<file path="config.mk">
export PLATFORM = sky130hd
export DESIGN_NAME = gb_cpu_sequencer_flat
export DESIGN_NICKNAME = d
export VERILOG_FILES = /design/src/rtl/gb_cpu_sequencer_if.sv /design/src/rtl/gb_cpu_sequencer.sv /design/src/flat_wrapper.sv
export SDC_FILE = /design/constraint.sdc
export NUM_CORES = 1
export LEC_CHECK = 0
export ABC_AREA = 1
export CAP_MARGIN = 20
export CORE_MARGIN = 2
export CORE_UTILIZATION = 47
export CTS_CLUSTER_DIAMETER = 120
export DETAILED_ROUTE_END_ITERATION = 8
export PLACE_DENSITY = 0.88
export SYNTH_ARGS = -nofsm -noshare
export SYNTH_HDL_FRONTEND = slang
export SYNTH_SLANG_ARGS = --single-unit
</file>
<file path="constraint.sdc">
create_clock -name clk -period 3.3 [get_ports clk]
set_clock_uncertainty 0.15 [all_clocks]
set_input_delay 0.66 -clock clk [delete_from_list [all_inputs] [get_ports clk]]
set_output_delay 0.66 -clock clk [all_outputs]
set_load 0.05 [all_outputs]
</file>
<file path="src/rtl/gb_cpu_sequencer_if.sv">
//------------------------------------------------------------------------------
// Module   : gb_cpu_sequencer_if
// Brief    : Sequencer <-> fetch/decoder signal bundle. The master side is the
//            sequencer; the slave side is the bus fetch path plus decoder.
// Revision : 1.0 - initial release
//------------------------------------------------------------------------------
`default_nettype none

interface gb_cpu_sequencer_if #(
    parameter int MAX_MCYCLES   = 6,
    parameter int TCYCLES_PER_M = 4
);
    localparam int LEN_W = $clog2(MAX_MCYCLES + 1);
    localparam int IDX_W = $clog2(MAX_MCYCLES);
    localparam int TC_W  = $clog2(TCYCLES_PER_M);

    // Fetch path / decoder -> sequencer
    logic [7:0]       opcode_in;
    logic [LEN_W-1:0] sched_len;
    logic             cond_fail;
    logic             irq_pending;
    logic             ime;

    // Sequencer -> decoder / datapath
    logic [7:0]       ir_opcode;
    logic             cb_prefix;
    logic             isr_cmd;
    logic [IDX_W-1:0] mcycle_idx;
    logic [TC_W-1:0]  tcycle_idx;
    logic             m_last;
    logic             fetch_en;
    logic             pc_inc;
    logic             instr_done;
    logic             halted;
    logic             sched_err;

    modport master (
        input  opcode_in, sched_len, cond_fail, irq_pending, ime,
        output ir_opcode, cb_prefix, isr_cmd, mcycle_idx, tcycle_idx,
               m_last, fetch_en, pc_inc, instr_done, halted, sched_err
    );

    modport slave (
        output opcode_in, sched_len, cond_fail, irq_pending, ime,
        input  ir_opcode, cb_prefix, isr_cmd, mcycle_idx, tcycle_idx,
               m_last, fetch_en, pc_inc, instr_done, halted, sched_err
    );
endinterface

`default_nettype wire

</file>
<file path="src/rtl/gb_cpu_sequencer.sv">
//------------------------------------------------------------------------------
// Module   : gb_cpu_sequencer
// Brief    : M-cycle/T-cycle sequencer. Owns IR, CB-prefix latch, ISR-dispatch
//            flag and HALT state; steps each decoded schedule and overlaps the
//            next opcode fetch with the last M-cycle of the current one.
// Revision : 1.0 - initial release
//------------------------------------------------------------------------------
`default_nettype none

module gb_cpu_sequencer #(
    parameter int         MAX_MCYCLES   = 6,
    parameter int         TCYCLES_PER_M = 4,
    parameter logic [7:0] HALT_OPCODE   = 8'h76,
    parameter logic [7:0] CB_OPCODE     = 8'hCB
) (
    input  wire logic           clk,
    input  wire logic           rst_n,
    gb_cpu_sequencer_if.master  bus
);
    localparam int LEN_W = $clog2(MAX_MCYCLES + 1);
    localparam int IDX_W = $clog2(MAX_MCYCLES);
    localparam int TC_W  = $clog2(TCYCLES_PER_M);

    localparam logic [TC_W-1:0]  C_T_LAST  = TC_W'(TCYCLES_PER_M - 1);
    localparam logic [LEN_W-1:0] C_LEN_MAX = LEN_W'(MAX_MCYCLES);
    localparam logic [LEN_W-1:0] C_LEN_ONE = LEN_W'(1);

    typedef enum logic [0:0] {
        ST_EXEC = 1'b0,
        ST_HALT = 1'b1
    } state_t;

    state_t           state_q,  state_d;
    logic [TC_W-1:0]  tcycle_q;
    logic [IDX_W-1:0] mcycle_q, mcycle_d;
    logic [7:0]       ir_q,     ir_d;
    logic             cb_q,     cb_d;
    logic             isr_q,    isr_d;
    logic             err_q,    err_d;

    logic             w_m_end;
    logic             w_range_err;
    logic [LEN_W-1:0] w_eff_len;
    logic [LEN_W-1:0] w_last_idx;
    logic             w_prefix_cyc;
    logic             w_cond_end;
    logic             w_idx_last;
    logic             w_m_last;
    logic             w_fetch_en;
    logic             w_pc_inc;
    logic             w_instr_done;

    // Schedule-length clamping and end-of-M-cycle detection
    always_comb begin
        w_m_end     = (tcycle_q == C_T_LAST);
        w_range_err = (bus.sched_len == '0) || (bus.sched_len > C_LEN_MAX);
        if (bus.sched_len == '0) begin
            w_eff_len = C_LEN_ONE;
        end else if (bus.sched_len > C_LEN_MAX) begin
            w_eff_len = C_LEN_MAX;
        end else begin
            w_eff_len = bus.sched_len;
        end
        w_last_idx   = w_eff_len - C_LEN_ONE;
        w_idx_last   = (LEN_W'(mcycle_q) == w_last_idx);
        // The prefix byte itself is always a single M-cycle that fetches the operand
        w_prefix_cyc = (ir_q == CB_OPCODE) && !cb_q && !isr_q;
        // A failed condition cannot shorten the ISR or the prefix cycle
        w_cond_end   = bus.cond_fail && !isr_q && !w_prefix_cyc;
    end

    // T-cycle counter free-runs and wraps every M-cycle
    always_ff @(posedge clk or negedge rst_n) begin
        if (!rst_n) begin
            tcycle_q <= '0;
        end else if (w_m_end) begin
            tcycle_q <= '0;
        end else begin
            tcycle_q <= tcycle_q + TC_W'(1);
        end
    end

    // Sequencer state registers; all update only on an M-cycle boundary
    always_ff @(posedge clk or negedge rst_n) begin
        if (!rst_n) begin
            state_q  <= ST_EXEC;
            mcycle_q <= '0;
            ir_q     <= 8'h00;
            cb_q     <= 1'b0;
            isr_q    <= 1'b0;
            err_q    <= 1'b0;
        end else begin
            state_q  <= state_d;
            mcycle_q <= mcycle_d;
            ir_q     <= ir_d;
            cb_q     <= cb_d;
            isr_q    <= isr_d;
            err_q    <= err_d;
        end
    end

    // Next-state and control decode for EXEC/HALT
    always_comb begin
        state_d      = state_q;
        mcycle_d     = mcycle_q;
        ir_d         = ir_q;
        cb_d         = cb_q;
        isr_d        = isr_q;
        err_d        = err_q;
        w_m_last     = 1'b0;
        w_fetch_en   = 1'b0;
        w_pc_inc     = 1'b0;
        w_instr_done = 1'b0;

        case (state_q)
            ST_EXEC: begin
                w_m_last   = w_prefix_cyc || w_idx_last || w_cond_end;
                w_fetch_en = w_m_last;
                if (w_m_end) begin
                    // sched_len is not consulted on the prefix cycle
                    if (!w_prefix_cyc && w_range_err) begin
                        err_d = 1'b1;
                    end
                    if (!w_m_last) begin
                        mcycle_d = mcycle_q + IDX_W'(1);
                    end else begin
                        w_instr_done = 1'b1;
                        mcycle_d     = '0;
                        if (isr_q) begin
                            isr_d    = 1'b0;
                            ir_d     = bus.opcode_in;
                            cb_d     = 1'b0;
                            w_pc_inc = 1'b1;
                        end else if (w_prefix_cyc) begin
                            // No interrupt window between prefix and operand
                            cb_d     = 1'b1;
                            ir_d     = bus.opcode_in;
                            w_pc_inc = 1'b1;
                        end else if ((ir_q == HALT_OPCODE) && !cb_q && !bus.irq_pending) begin
                            state_d = ST_HALT;
                            cb_d    = 1'b0;
                        end else if (bus.irq_pending && bus.ime) begin
                            // IR held; fetched byte dropped, PC not advanced
                            isr_d = 1'b1;
                            cb_d  = 1'b0;
                        end else begin
                            ir_d     = bus.opcode_in;
                            cb_d     = 1'b0;
                            w_pc_inc = 1'b1;
                        end
                    end
                end
            end

            ST_HALT: begin
                // Keep re-reading PC so the wake-up opcode is ready
                w_fetch_en = 1'b1;
                mcycle_d   = '0;
                if (w_m_end && bus.irq_pending) begin
                    state_d = ST_EXEC;
                    if (bus.ime) begin
                        isr_d = 1'b1;
                    end else begin
                        ir_d     = bus.opcode_in;
                        w_pc_inc = 1'b1;
                    end
                end
            end

            default: begin
                state_d = ST_EXEC;
            end
        endcase
    end

    assign bus.ir_opcode  = ir_q;
    assign bus.cb_prefix  = cb_q;
    assign bus.isr_cmd    = isr_q;
    assign bus.mcycle_idx = mcycle_q;
    assign bus.tcycle_idx = tcycle_q;
    assign bus.m_last     = w_m_last;
    assign bus.fetch_en   = w_fetch_en;
    assign bus.pc_inc     = w_pc_inc;
    assign bus.instr_done = w_instr_done;
    assign bus.halted     = (state_q == ST_HALT);
    assign bus.sched_err  = err_q;

endmodule

`default_nettype wire

</file>
<file path="src/flat_wrapper.sv">
// flat-port wrapper written by rule: the top's interface ports become plain ports
module gb_cpu_sequencer_flat 
#(
    parameter int         MAX_MCYCLES   = 6,
    parameter int         TCYCLES_PER_M = 4,
    parameter logic [7:0] HALT_OPCODE   = 8'h76,
    parameter logic [7:0] CB_OPCODE     = 8'hCB
)
  (clk, rst_n, bus_opcode_in, bus_sched_len, bus_cond_fail, bus_irq_pending, bus_ime, bus_ir_opcode, bus_cb_prefix, bus_isr_cmd, bus_mcycle_idx, bus_tcycle_idx, bus_m_last, bus_fetch_en, bus_pc_inc, bus_instr_done, bus_halted, bus_sched_err);
  gb_cpu_sequencer_if #(.MAX_MCYCLES(MAX_MCYCLES), .TCYCLES_PER_M(TCYCLES_PER_M)) bus_i ();
  input  wire logic clk;
  input  wire logic rst_n;
  input wire logic [$bits(bus_i.opcode_in)-1:0] bus_opcode_in;
  input wire logic [$bits(bus_i.sched_len)-1:0] bus_sched_len;
  input wire logic [$bits(bus_i.cond_fail)-1:0] bus_cond_fail;
  input wire logic [$bits(bus_i.irq_pending)-1:0] bus_irq_pending;
  input wire logic [$bits(bus_i.ime)-1:0] bus_ime;
  output wire logic [$bits(bus_i.ir_opcode)-1:0] bus_ir_opcode;
  output wire logic [$bits(bus_i.cb_prefix)-1:0] bus_cb_prefix;
  output wire logic [$bits(bus_i.isr_cmd)-1:0] bus_isr_cmd;
  output wire logic [$bits(bus_i.mcycle_idx)-1:0] bus_mcycle_idx;
  output wire logic [$bits(bus_i.tcycle_idx)-1:0] bus_tcycle_idx;
  output wire logic [$bits(bus_i.m_last)-1:0] bus_m_last;
  output wire logic [$bits(bus_i.fetch_en)-1:0] bus_fetch_en;
  output wire logic [$bits(bus_i.pc_inc)-1:0] bus_pc_inc;
  output wire logic [$bits(bus_i.instr_done)-1:0] bus_instr_done;
  output wire logic [$bits(bus_i.halted)-1:0] bus_halted;
  output wire logic [$bits(bus_i.sched_err)-1:0] bus_sched_err;
  assign bus_i.opcode_in = bus_opcode_in;
  assign bus_i.sched_len = bus_sched_len;
  assign bus_i.cond_fail = bus_cond_fail;
  assign bus_i.irq_pending = bus_irq_pending;
  assign bus_i.ime = bus_ime;
  assign bus_ir_opcode = bus_i.ir_opcode;
  assign bus_cb_prefix = bus_i.cb_prefix;
  assign bus_isr_cmd = bus_i.isr_cmd;
  assign bus_mcycle_idx = bus_i.mcycle_idx;
  assign bus_tcycle_idx = bus_i.tcycle_idx;
  assign bus_m_last = bus_i.m_last;
  assign bus_fetch_en = bus_i.fetch_en;
  assign bus_pc_inc = bus_i.pc_inc;
  assign bus_instr_done = bus_i.instr_done;
  assign bus_halted = bus_i.halted;
  assign bus_sched_err = bus_i.sched_err;
  gb_cpu_sequencer #(.MAX_MCYCLES(MAX_MCYCLES), .TCYCLES_PER_M(TCYCLES_PER_M), .HALT_OPCODE(HALT_OPCODE), .CB_OPCODE(CB_OPCODE)) u_core (.clk(clk), .rst_n(rst_n), .bus(bus_i));
endmodule
</file>
==> flow_summary.ini, run 1 <==
[final_layout]
final_util_pct = 71.9
multi_input_area_um2 = 557
layout.nets = 197
antennaDiodeCount = 0
fillCellCount = 157
layout-drive-gt1-share_pct = 18.6
area_growth_pct = 47.6
final_common_cell = nand2_1
ff_latch_area_um2 = 425
fin_cells = 205
mostFrequentLayoutCells = 38 x nand2_1, 31 x clkdlybuf4s50_1, 17 x dfrtp_1, 15 x inv_1, 12 x nand3_1

[timing]
hold_violations = 0
slew_viol_final = 0
period_minus_slack_ns = 3.18
timing.final.crit_share_pct = 96.3
relSlewSlack_pct = 47.9
setup_violations = 0
hold-worst-slack_ns = 0.308
fmax_mhz = 315
tightest_slew_ns = 0.780

[placed_design]
dp_hpwl_um = 2000
place_inst = 200
gp_congestion = 0.905
port_buffers = 36

[synth]
synth_cell_type_count = 24
ys_ff_latch = 17
ys_seq_area_share_pct = 40.7
synth_area_um2 = 1050
synth.area.top_cells = dfrtp_1 41%, nand2_1 15%, inv_1 6.1%, nand3_1 5.7%, nand4_1 5.4%
avgSynthCellArea_um2 = 7.64
syn-num-nets = 156
yosysTopAreaCell = dfrtp_1
yosys.area.top_type_share_pct = 40.7
synthCells = 137
yosysWarnings = 0

[clock_network]
clock_latency_ns = 0.29
htreeDepth = 1
cts_buffers = 3
cts_tree = yes
cts.sinks = 17
cts_root_buffer = clkbuf_4
cts.reportedPaths.clkPinSlew_ns = 0.10
clock_path_buffers = 2

[pwr]
power_density_nw_per_um2 = 818
ir_drop_v = 0.000571
finalPower_mw = 1.26
power.leakage_nw = 0.755

[route]
drtIter0Drc = 15
avgViaCountPerCell = 5.12
post_drt_wl_per_cell_um = 12.6
wl_um = 2590
drc_errors = 0
firstDrtPassIters = 4
drtAntennaViolNets = 0
vias = 1050

[grt]
grt_pass1_vias = 1052
grt_use_total_pct = 21.5
grt_max_degree = 18
grt_overflow_total = 0
antenna_found_initial = 0
grt_pass1_wl_um = 4370

[die]
core_um2 = 2150
num_io_pins = 37
rows = 17
initial_core_util_pct = 48.7
dieWidth_um = 51.2
die_area_um2 = 2620
die_h_um = 51.2

[setup_path]
crit_type = input pin to primary output
worst_setup_path_end_kind = primary output
crit_arrival_ns = 2.37
crit_path_start_kind = input pin
cp_max_fo = 3
critical_path_required_ns = 2.49

[min_path]
hp-class = flop to flop

[flow_run]
maxCapViolCount = 0

[status]
status = completed
worst max-delay path: stages:
cell and delay (ns):
clkdlybuf4s50_1 0.43, inv_2 0.10, nand2_2 0.08, nand2_2 0.09, inv_2 0.05, ha_4 0.26, xor2_2 0.14, nand3_2 0.14
nand2_4 0.11, nand3_2 0.08, nand2_2 0.10, buf_12 0.14
Yosys cell counts, drive strengths merged:
cell type / number
inv: 20
nor2: 10
a21oi: 4
ha: 3
nand3: 15
dfrtp: 17
nand2: 45
and2: 1
nor3: 1
o21ai: 4
xor2: 2
a31o: 1
buf: 2
clkbuf: 1
nand3b: 1
nand4: 10
worst paths after layout:
check | to | start | slack, ns | depth (start not counted)
setup / recovery | bus_pc_inc | bus_sched_len[1] | 0.12 | 12
hold / removal | u_core.bus.tcycle_idx[0] | u_core.bus.tcycle_idx[0] | 0.31 | 1
setup reg to reg | u_core.bus.isr_cmd | u_core.bus.mcycle_idx[2] | 1.52 | 11
hold reg to reg | u_core.bus.tcycle_idx[0] | u_core.bus.tcycle_idx[0] | 0.31 | 1
max in group asynchronous | u_core.bus.ir_opcode[7] | rst_n | 1.85 | 1
min in group asynchronous | u_core.bus.sched_err | rst_n | 0.66 | 1
cells by family (layout without fill, tap and decap cells):
kind of cell,Yosys count,in the layout,synth area share (%)
AOI/OAI and AO/OA,9,9,4.67
xor gates and xnor gates,2,2,1.67
adders and majority gates,3,3,3.59
buffers and inverters,23,63,9.09
DFF,17,17,40.7
and+or+nand+nor,83,83,40.3
where the power goes:
group	leakage (nW)	switching, mW	internal [mW]
logic	0.530	0.517	0.283
clock network	0.0150	0.0664	0.0469
registers	0.209	0.0717	0.278
total	0.755	0.656	0.608
area by class of cell:
type                            instances  share of cell area (%)
Tap cell                               28                    2.27
Inverter                               20                    4.86
Sequential cell                        17                    27.6
Multi-Input combinational cell         97                    36.1
Timing Repair Buffer                   39                    27.6
Clock buffer                            4                    1.70
registers in the layout (all words and copies together) (netlist names):
name                   flops
u_core.bus.sched_err       1
u_core.bus.ir_opcode       8
u_core.bus.tcycle_idx      2
u_core.bus.halted          1
u_core.bus.cb_prefix       1
u_core.bus.isr_cmd         1
u_core.bus.mcycle_idx      3
metal layers:
metal | wire length, µm | up-vias | GRT usage [%]
met5 | 0 | - | 0
met4 | 17 | 0 | 6.76
met3 | 119 | 4 | 3.51
met2 | 1280 | 29 | 35.1
met1 | 1170 | 494 | 28.9
li1 | - | 523 | -
timing repair:
item | 4_1_cts | 5_1_grt
cloned | 0 | 0
endpoints found under the setup margin | 2 | 4
resized for setup | 0 | 9
setup buffers | 1 | 0
hold endpoints to repair | 0 | 0
pin swaps | 1 | 2
hold buffers | 0 | 0
per-stage QoR:
step / setup WS (ns) / TNS (ns) / cell area [µm²]
3_3_place_gp: 0.0581 / 0 / 1480
6_report: 0.123 / 0 / 1540
5_1_grt: -0.0190 / -0.0190 / 1540
3_5_place_dp: -0.0242 / -0.0300 / 1480
2_1_floorplan: 0.198 / 0 / 1050
4_1_cts: -0.00764 / -0.00764 / 1510
(Power assumes the default switching activity.)
==> inputs of run 2 (changes only) <==
--- a/config.mk
+++ b/config.mk
@@ -7,7 +7,6 @@
 export LEC_CHECK = 0
 export ABC_AREA = 1
 export CAP_MARGIN = 20
-export CORE_MARGIN = 2
 export CORE_UTILIZATION = 47
 export CTS_CLUSTER_DIAMETER = 120
 export DETAILED_ROUTE_END_ITERATION = 8
==> run 2 against run 1 <==
Against the previous run: via count increased by 4.9%; clock power increased by 7%; sequential share of layout area down 0.29 points; die area is 7.7% lower; flip-flop and latch count is the same; design area rose by 1.1%; sequential power barely moved; register-to-register slack barely moved; wire length up 7.5%; cell count unchanged; non-clock buffer count up 1; setup slack got worse by 0.031 ns; largest power group unchanged.
==> flow_summary.ini, run 2 (synthesis gave the netlist of run 1 again) <==
[die]
rows = 16
initial_core_util_pct = 51.7
num_io_pins = 37
die_area_um2 = 2420
core_um2 = 2020
dieWidth_um = 49.2
die_h_um = 49.2

[placed_design]
dp_hpwl_um = 2180
dp_slack_ns = -0.118
port_buffers = 36
gp_congestion = 0.863

[timing]
timing.final.crit_share_pct = 97.2
period_minus_slack_ns = 3.21
setup_violations = 0
fmax_mhz = 312
hold_violations = 0
setup_tns_ns = 0
setup_slack_ns = 0.0917
slew_viol_final = 0
rsz0062_at_grt = false
hold-worst-slack_ns = 0.323
relSlewSlack_pct = 46.1
tightest_slew_ns = 0.806

[final_layout]
mostFrequentLayoutCells = 38 x nand2_1, 30 x clkdlybuf4s50_1, 17 x dfrtp_1, 15 x inv_1, 12 x nand3_1
layout-drive-gt1-share_pct = 19.1
area_growth_pct = 49.2
layout.nets = 198
fillCellCount = 135
largest_reg_flops = 8
antennaDiodeCount = 0
final_common_cell = nand2_1
ff_latch_area_um2 = 425
multi_input_area_um2 = 566

[min_path]
hp-class = flop to flop

[clock_network]
post-cts-setup-buffer-count = 0
cts_buffers = 3
clock_latency_ns = 0.31
cts.sinks = 17
cts_tree = yes
cts.reportedPaths.clkPinSlew_ns = 0.10
cts_hold_buf = 0
cts_root_buffer = clkbuf_4
clock_path_buffers = 2
htreeDepth = 1

[flow_run]
maxCapViolCount = 0

[status]
status = completed

[pwr]
power_density_nw_per_um2 = 822
ir_drop_v = 0.000653
power.leakage_nw = 0.753
finalPower_mw = 1.28

[grt]
grt_max_degree = 18
grt_use_total_pct = 25.5
grt_pass1_wl_um = 4770
grt_overflow_total = 0
grt_pass1_vias = 1064
antenna_found_initial = 0

[route]
drtIter0Drc = 33
vias = 1101
post_drt_wl_per_cell_um = 13.6
drc_errors = 0
wl_um = 2790
drtAntennaViolNets = 0
avgViaCountPerCell = 5.37
firstDrtPassIters = 4

[setup_path]
cpPeakStageDelay_ns = 0.50
critical_path_required_ns = 2.49
path_cells = clkdlybuf4s50_1 > nand2_2 > nand2_2 > inv_2 > ha_4 > xor2_2 > nand3_2 > nand2_4 > buf_4 > nand2_4 > inv_4 > buf_12
path_buf_inv = 5
crit_family = buffers and inverters
crit_type = input pin to primary output
worst_setup_path_end_kind = primary output
critPathSlowestCell = clkdlybuf4s50_1
crit_path_start_kind = input pin
cp_max_fo = 4
crit_arrival_ns = 2.40
==> run 2: final timing paths <==
path	startpoint	end	slack [ns]	cells after the start
worst max-delay path	bus_sched_len[0]	bus_instr_done	0.09	12
worst min-delay path	u_core.bus.sched_err	u_core.bus.sched_err	0.32	1
worst max register to register	u_core.bus.ir_opcode[6]	u_core.bus.isr_cmd	1.52	11
worst min register to register	u_core.bus.sched_err	u_core.bus.sched_err	0.32	1
max in group asynchronous	rst_n	u_core.bus.ir_opcode[5]	1.83	1
min in group asynchronous	rst_n	u_core.bus.mcycle_idx[1]	0.65	1
==> run 2: report_power, final <==
part           switching, mW  internal, mW
Clock                 0.0746        0.0463
Sequential            0.0746         0.278
Combinational          0.524         0.285
Total                  0.673         0.609
==> run 2: worst register-to-register path, cell delays in order (launching register included) <==
cell,delay [ns]
dfrtp_1,0.42
nand2_1,0.13
nor2_4,0.14
nand4_2,0.14
nand2_1,0.10
inv_2,0.06
nand2_4,0.07
buf_4,0.14
nand2_4,0.07
inv_4,0.07
nand2_1,0.04
and2_1,0.15
==> run 2: layer usage <==
metal | track usage (%) | up-vias | share of wire [%]
met4 | 4.90 | 0 | 1.2
met1 | 30.5 | 525 | 39
met2 | 46.6 | 42 | 54
met5 | 0 | - | 0
li1 | - | 528 | -
met3 | 5.30 | 6 | 5.9
==> run 2: per-stage QoR <==
step	util (%)	instance area [µm²]	std cells
finish	77.2	1560	205
CTS	75.6	1530	205
detailed placement	73.7	1490	201
global route	77.2	1560	205
global placement	73.7	1490	201
floorplan	-	1050	137
==> run 2: timing repair <==
| item | 4_1_cts | 5_1_grt |
|---|---|---|
| resized for setup | 5 | 7 |
| pin swaps | 2 | 4 |
| endpoints found under the setup margin | 3 | 3 |
==> run 2: final cells by class <==
cell class	instances	area share (%)
timing repair buffer	40	27.4
clock buffer	3	1.44
tap	27	2.17
clock inverter	1	0.481
multi-input combinational	97	36.2
inverter	20	4.97
sequential	17	27.3
